--- src/rtl/fifo_flagged_if.sv ---
// Handshake bundle between a producer/consumer and fifo_flagged.
// The master modport is the side that issues writes, reads and flushes.
interface fifo_flagged_if #(
   parameter int WIDTH = 16,
   parameter int DEPTH = 16
);
   localparam int CW = $clog2(DEPTH) + 1;

   logic             flush;
   logic             write;
   logic [WIDTH-1:0] data_in;
   logic             read;
   logic [WIDTH-1:0] data_out;
   logic             full;
   logic             almost_full;
   logic             empty;
   logic             almost_empty;
   logic [CW-1:0]    count;
   logic             overflow;
   logic             underflow;

   modport master (
      output flush, write, data_in, read,
      input  data_out, full, almost_full, empty, almost_empty, count, overflow, underflow
   );

   modport slave (
      input  flush, write, data_in, read,
      output data_out, full, almost_full, empty, almost_empty, count, overflow, underflow
   );
endinterface

--- src/rtl/fifo_flagged.sv ---
// Single-clock FIFO using every slot (extra pointer bit), with occupancy count,
// programmable almost flags, sticky error flags, sync flush and FWFT/registered read.
module fifo_flagged #(
   parameter int WIDTH    = 16,
   parameter int DEPTH    = 16,
   parameter int AF_LEVEL = DEPTH - 2,
   parameter int AE_LEVEL = 2,
   parameter bit FWFT     = 1'b1
) (
   input  logic          clk,
   input  logic          rst_n,
   fifo_flagged_if.slave bus
);
   localparam int AW = $clog2(DEPTH);
   localparam int PW = AW + 1;
   localparam logic [PW-1:0] AF_L = PW'(AF_LEVEL);
   localparam logic [PW-1:0] AE_L = PW'(AE_LEVEL);

   logic [WIDTH-1:0] mem [DEPTH];
   logic [PW-1:0]    wr_ptr;
   logic [PW-1:0]    rd_ptr;
   logic [PW-1:0]    count;
   logic             full;
   logic             empty;
   logic             rd_ok;
   logic             wr_ok;
   logic             overflow;
   logic             underflow;
   logic [AW-1:0]    rd_addr;

   assign rd_addr = rd_ptr[AW-1:0];
   assign count   = wr_ptr - rd_ptr;
   assign empty   = (wr_ptr == rd_ptr);
   assign full    = (wr_ptr[AW] != rd_ptr[AW]) && (wr_ptr[AW-1:0] == rd_ptr[AW-1:0]);

   // A full FIFO still takes a write when a read frees a slot in the same cycle.
   assign rd_ok = bus.read & ~empty;
   assign wr_ok = bus.write & (~full | rd_ok);

   always_ff @(posedge clk or negedge rst_n) begin
      if (!rst_n) begin
         wr_ptr    <= '0;
         rd_ptr    <= '0;
         overflow  <= 1'b0;
         underflow <= 1'b0;
      end else if (bus.flush) begin
         wr_ptr    <= '0;
         rd_ptr    <= '0;
         overflow  <= 1'b0;
         underflow <= 1'b0;
      end else begin
         if (wr_ok)
            wr_ptr <= wr_ptr + 1'b1;
         if (rd_ok)
            rd_ptr <= rd_ptr + 1'b1;
         if (bus.write && !wr_ok)
            overflow <= 1'b1;
         if (bus.read && !rd_ok)
            underflow <= 1'b1;
      end
   end

   // Storage carries no reset so it can map onto block RAM.
   always_ff @(posedge clk) begin
      if (wr_ok && !bus.flush)
         mem[wr_ptr[AW-1:0]] <= bus.data_in;
   end

   generate
      if (FWFT) begin : g_fwft
         assign bus.data_out = mem[rd_addr];
      end else begin : g_reg
         logic [WIDTH-1:0] data_reg;
         always_ff @(posedge clk or negedge rst_n) begin
            if (!rst_n)
               data_reg <= '0;
            else if (rd_ok && !bus.flush)
               data_reg <= mem[rd_addr];
         end
         assign bus.data_out = data_reg;
      end
   endgenerate

   assign bus.count        = count;
   assign bus.full         = full;
   assign bus.empty        = empty;
   assign bus.almost_full  = (count >= AF_L);
   assign bus.almost_empty = (count <= AE_L);
   assign bus.overflow     = overflow;
   assign bus.underflow    = underflow;
endmodule

--- src/flat_wrapper.sv ---
// flat-port wrapper written by rule: the top's interface ports become plain ports
module fifo_flagged_flat 
#(
   parameter int WIDTH    = 16,
   parameter int DEPTH    = 16,
   parameter int AF_LEVEL = DEPTH - 2,
   parameter int AE_LEVEL = 2,
   parameter bit FWFT     = 1'b1
)
  (clk, rst_n, bus_flush, bus_write, bus_data_in, bus_read, bus_data_out, bus_full, bus_almost_full, bus_empty, bus_almost_empty, bus_count, bus_overflow, bus_underflow);
  fifo_flagged_if #(.WIDTH(WIDTH), .DEPTH(DEPTH)) bus_i ();
  input  logic clk;
  input  logic rst_n;
  input wire logic [$bits(bus_i.flush)-1:0] bus_flush;
  input wire logic [$bits(bus_i.write)-1:0] bus_write;
  input wire logic [$bits(bus_i.data_in)-1:0] bus_data_in;
  input wire logic [$bits(bus_i.read)-1:0] bus_read;
  output wire logic [$bits(bus_i.data_out)-1:0] bus_data_out;
  output wire logic [$bits(bus_i.full)-1:0] bus_full;
  output wire logic [$bits(bus_i.almost_full)-1:0] bus_almost_full;
  output wire logic [$bits(bus_i.empty)-1:0] bus_empty;
  output wire logic [$bits(bus_i.almost_empty)-1:0] bus_almost_empty;
  output wire logic [$bits(bus_i.count)-1:0] bus_count;
  output wire logic [$bits(bus_i.overflow)-1:0] bus_overflow;
  output wire logic [$bits(bus_i.underflow)-1:0] bus_underflow;
  assign bus_i.flush = bus_flush;
  assign bus_i.write = bus_write;
  assign bus_i.data_in = bus_data_in;
  assign bus_i.read = bus_read;
  assign bus_data_out = bus_i.data_out;
  assign bus_full = bus_i.full;
  assign bus_almost_full = bus_i.almost_full;
  assign bus_empty = bus_i.empty;
  assign bus_almost_empty = bus_i.almost_empty;
  assign bus_count = bus_i.count;
  assign bus_overflow = bus_i.overflow;
  assign bus_underflow = bus_i.underflow;
  fifo_flagged #(.WIDTH(WIDTH), .DEPTH(DEPTH), .AF_LEVEL(AF_LEVEL), .AE_LEVEL(AE_LEVEL), .FWFT(FWFT)) u_core (.clk(clk), .rst_n(rst_n), .bus(bus_i));
endmodule
--- config.mk ---
export PLATFORM = sky130hd
export DESIGN_NAME = fifo_flagged_flat
export DESIGN_NICKNAME = d
export VERILOG_FILES = /design/src/rtl/fifo_flagged_if.sv /design/src/rtl/fifo_flagged.sv /design/src/flat_wrapper.sv
export SDC_FILE = /design/constraint.sdc
export NUM_CORES = 1
export LEC_CHECK = 0
export CAP_MARGIN = 20
export CORE_MARGIN = 2
export CORE_UTILIZATION = 40
export CTS_BUF_LIST = sky130_fd_sc_hd__clkbuf_16
export DETAILED_ROUTE_END_ITERATION = 10
export SLEW_MARGIN = 20
export SYNTH_ARGS = -nofsm -noshare
export SYNTH_HDL_FRONTEND = slang
export SYNTH_SLANG_ARGS = --single-unit
--- constraint.sdc ---
create_clock -name clk -period 9.6 [get_ports clk]
set_clock_uncertainty 0.1 [all_clocks]
set_input_delay 1.92 -clock clk [delete_from_list [all_inputs] [get_ports clk]]
set_output_delay 1.92 -clock clk [all_outputs]
set_load 0.02 [all_outputs]
# Yosys cells after proc, flatten, opt, wreduce, memory -nomap -nowiden
# Memories as Yosys holds them, arrays and structs flattened.
# Cells that the tools add are included.
[word_totals]
reg_bits = 12
mem_bits_rw = 256
word_cells = 39
memories = 1
[mem_list]
columns = ["name", "depth", "word_bits", "rd", "rd_clocked_by_memory_dff", "wr", "line_no", "text"]
rows = [
  ["u_core.mem", 16, 16, 1, 0, 1, "fifo_flagged.sv:19", "logic [WIDTH-1:0] mem [DEPTH];"],
]
[classes]
addsub = 3
order_cmp = 2
eq_ne = 3
mux = 10
bitwise = 5
n_reduce_logical = 11
[op_table]
columns = ["operator", "n"]
rows = [
  ["$mux W5", 4],
  ["$add A5 B1 Y5 const B", 2],
  ["$reduce_bool A2 Y1", 4],
  ["$mux W1", 6],
  ["$eq A5 B5 Y1", 1],
  ["$ge A5 B4 Y1 const B", 1],
  ["$le A5 B2 Y1 const B", 1],
  ["$sub A5 B5 Y5", 1],
  ["$eq A4 B4 Y1", 1],
  ["$logic_and A1 B1 Y1", 4],
  ["$logic_not A1 Y1", 3],
  ["$and A1 B1 Y1", 2],
  ["$not A1 Y1", 2],
  ["$ne A1 B1 Y1", 1],
  ["$or A1 B1 Y1", 1],
]

# Logic depth before layout (Yosys ltp)
[logic_depth]
ltp_word = 9
ltp_mapped = 9
depth_no_buf = 8

# Least setup slack after synthesis
# OpenSTA, ideal clock, no wires.
[synth_timing]
path_type = "register to output"
start = "register u_core.rd_ptr[1]"
end = "output port bus_almost_empty"
arrival_time_ns = 2.637
required_ns = 7.580
slack_ns = 4.943
path_stages_with_launch = 9
n_path_buf = 2
cell_sequence = "dfrtp_1 buf_2 buf_1 inv_1 fa_1 a21o_1 a21oi_1 xnor2_1 a211oi_1"
[synth_between]
elab_chain_len = 2
[synth_lines]
columns = ["item", "line_no", "text"]
rows = [
  ["from (decl)", "fifo_flagged.sv:21", "logic [PW-1:0] rd_ptr;"],
  ["from (signal assigned)", "fifo_flagged.sv:55", "rd_ptr <= rd_ptr + 1'b1;"],
  ["$sub A5 B5 Y5", "fifo_flagged.sv:32", "assign count = wr_ptr - rd_ptr;"],
  ["named net bus_count[4]", "flat_wrapper.sv:23", "output wire logic [$bits(bus_i.count)-1:0] bus_count;"],
  ["$le A5 B2 Y1", "fifo_flagged.sv:88", "assign bus.almost_empty = (count <= AE_L);"],
  ["to (decl)", "flat_wrapper.sv:22", "output wire logic [$bits(bus_i.almost_empty)-1:0] bus_almost_empty;"],
]
# The timed path passes the listed nets, and every way through them passes these cells.

# Worst setup path in the final report
[layout_timing]
start = "register u_core.rd_ptr[3]"
end = "output port bus_almost_empty"
[layout_between]
elab_chain_len = 2
[layout_lines]
columns = ["item", "line_no"]
rows = [
  ["$sub A5 B5 Y5", "fifo_flagged.sv:32"],
  ["$le A5 B2 Y1", "fifo_flagged.sv:88"],
]
# No other way between the ends.

==> results.cfg <==
[place]
gp_congestion = 0.728
dpl_worst_slack_ps = 4160
dpl.hpwl_um = 13700
place_inst = 912
io_buffers = 47

[synth]
synthArstFlopShare_pct = 4.48
synthCells = 540
synth_edf_count = 256
ys.flop_type = edfxtp_1
yosys.area.top_type = edfxtp_1
synth_nets = 571
ys_warn_count = 0
synth_area_um2 = 10700
synth_area_leaders = edfxtp_1 (72%), mux4_2 (10%), mux2i_1 (4.7%), dfrtp_1 (2.8%), o21ai_0 (1.7%)
yosysUniqueCellTypes = 41
synth_top_area_share_pct = 71.8
synth-seq-area-share_pct = 74.6
avgSynthCellArea_um2 = 19.8
ys_ff_latch = 268

[floorplan]
die_width_um = 168
fp-row-count = 59
die-area_um2 = 28100
core-area_um2 = 26100
io_pins = 48
die_h_um = 168
initial_core_util_pct = 41.0

[drt]
drc = 0
drt-total-wl_um = 23300
vias = 5281
drt_iter0_drc = 546
wl_per_cell_um = 24.2
first_pass_iters = 7
antenna_violating_nets_post_route = 0
detail_route.vias_per_cell = 5.49

[critical_path]
crit_path_max_fanout = 20
rr_startpoint = u_core.rd_ptr[3]
critical_path_class = flip-flop to primary output
crit_end = bus_almost_empty
slowest_delay_ps = 930
worst_ep_arrival_time_ps = 3910
slowest_stage = dfrtp_1
rr_worst_depth = 7
cp-end-kind = primary output
setup.worst_path.start_class = flip-flop
rrSetupSlack_ps = 5130
setup.worst_path.start = u_core.rd_ptr[3]
crit_chain = inv_1 -> ha_1 -> or3_1 -> a211oi_1 -> clkdlybuf4s50_1
r2r_end = u_core.mem[2][11]
required_ps = 7580

[cts]
clk_path_buf_depth = 3
cts.repair.resized = 0
numCtsBuffers = 27
cts_tree = done
worstSkewPairLatency_ps = 530
cts_sinks = 268
path_clk_slew_ps = 60
htreeDepth = 1
root_buffer = clkbuf_16
cts-hold-fix-buffers = 0
post_cts_buffers = 0

[timing]
setup_viol = 0
fmax_mhz = 169
final.setup.tns_ps = 0
fin_crit_ps = 5930
finalHoldViolCount = 0
slew_viol_final = 0
period_share_pct = 61.8
relSlewSlack_pct = 22.9
rsz0062_at_grt = no
fin_ws_ps = 3670
worstMarginPinSlew_ps = 1150

[pwr]
ir_drop_v = 0.000106
powerDensity_nw_per_um2 = 210
leakagePower_nw = 3.86

[finish]
syn_to_final_growth_pct = 16.2
fin_util_pct = 47.6
fillCellCount = 2173
drive_above_1_share_pct = 19.8
finalNonFillerCells = 962
fin_nets = 639

[outcome]
outcome = completed

[global_routing]
antenna_found_initial = 1
grt_pass1_wl_um = 35000
grt_remaining_overflow = 0
grt_usage_pct = 16.9
grt_pass1_vias = 5567
grt_max_degree = 53

[worst_hold_path]
hold_path.class = flip-flop to flip-flop

[flow_run]
max_cap_viol_count = 0
## worst min path at each step
stage                         startpoint                    to  slack [ps]  cells after the start
floorplan               u_core.rd_ptr[4]      u_core.rd_ptr[4]         490                      2
global placement    u_core.bus.underflow  u_core.bus.underflow         390                      2
detailed placement   u_core.bus.overflow   u_core.bus.overflow         400                      2
CTS                 u_core.bus.underflow  u_core.bus.underflow         410                      2
global route        u_core.bus.underflow  u_core.bus.underflow         450                      2
finish               u_core.bus.overflow   u_core.bus.overflow         400                      2
## cells in the mapped netlist (2+ instances only)
| master | instances |
|---|---|
| nand3_1 | 2 |
| clkbuf_1 | 13 |
| nor3_1 | 13 |
| buf_1 | 2 |
| ha_1 | 9 |
| xnor2_1 | 3 |
| o21ai_0 | 36 |
| mux2i_1 | 50 |
| inv_1 | 7 |
| a21o_1 | 2 |
| nor2_1 | 11 |
| nand2_1 | 3 |
| buf_4 | 3 |
| buf_2 | 5 |
| a21oi_1 | 5 |
| a221oi_1 | 16 |
| edfxtp_1 | 256 |
| buf_6 | 6 |
| or3_1 | 3 |
| xor2_1 | 5 |
| nor4_1 | 4 |
| nor2b_1 | 3 |
| and2_1 | 2 |
| nand2b_1 | 6 |
| dfrtp_1 | 12 |
| mux4_2 | 48 |
## through the flow
| stage | cell area [µm²] | hold slack [ps] | power (W) |
|---|---|---|---|
| 5_1_grt | 12400 | 452 | 0.00271 |
| 2_1_floorplan | 10700 | 489 | 0.00160 |
| 3_3_place_gp | 11600 | 387 | 0.00173 |
| 3_5_place_dp | 11700 | 398 | 0.00173 |
| 4_1_cts | 12400 | 413 | 0.00264 |
| 6_report | 12400 | 404 | 0.00261 |
## metal layers
| layer | vias to the layer above | track usage [%] | routed length, µm |
|---|---|---|---|
| met5 | - | 0 | 0 |
| met4 | 0 | 5.07 | 418 |
| met3 | 28 | 2.53 | 1030 |
| met2 | 128 | 28.7 | 11700 |
| met1 | 2772 | 22.7 | 10200 |
| li1 | 2353 | - | - |
## kinds of logic (layout without fill, tap and decap cells)
kind of cell | Yosys count | in the layout | synth area share (%)
adders and majority gates | 10 | 10 | 1.24
other | 0 | 1 | 0
and+or+nand+nor | 50 | 50 | 2.45
DFF | 268 | 268 | 74.6
AOI/OAI and AO/OA | 67 | 67 | 4.08
muxes | 98 | 98 | 14.8
xor gates and xnor gates | 9 | 9 | 0.807
buffers and inverters | 38 | 124 | 2.03
## flip-flops by register name (all words and copies together) (netlist names)
signal	count
u_core.wr_ptr	5
u_core.mem	256
u_core.rd_ptr	5
u_core.bus.underflow	1
u_core.bus.overflow	1
## power by group
part	switching, W	leakage, nW	internal [W]
clock	0.000406	0.412	0.000504
combinational	0.000188	0.987	0.000188
sequential	0.0000300	2.47	0.00129
total	0.000625	3.86	0.00198
## critical path: cells and delay by family (launching register included)
kind | cells | cell delay, ps
flops | 1 | 930
fa+ha+maj | 1 | 520
buf+inv | 2 | 1290
simple gates | 1 | 400
compound gates | 1 | 240
## layout make-up
cell class              count  area (µm²)  area share, %
clock inverters            20        83.8          0.674
inverters                   7        26.3          0.211
well taps                 335         419           3.37
flip-flops and latches    268        7990           64.3
diodes                      1        2.50         0.0201
clock buffers              27         676           5.43
multi-input cells         234        2580           20.8
repair buffers             70         651           5.23
## cell usage in the layout, fill, tap and decap left out, drive strengths merged, types with 2 or more instances in the layout
cell type      count
a21o               2
a21oi              5
a221oi            16
and2               2
buf               23
clkbuf            27
clkdlybuf4s50     47
clkinv             9
dfrtp             12
edfxtp           256
ha                 9
inv               18
mux2i             50
mux4              48
nand2              3
nand2b             6
nand3              2
nor2              11
nor2b              3
nor3              13
nor4               4
o21ai             38
or3                3
xnor2              4
xor2               5
No activity file was read; power rests on OpenSTA's default activity.
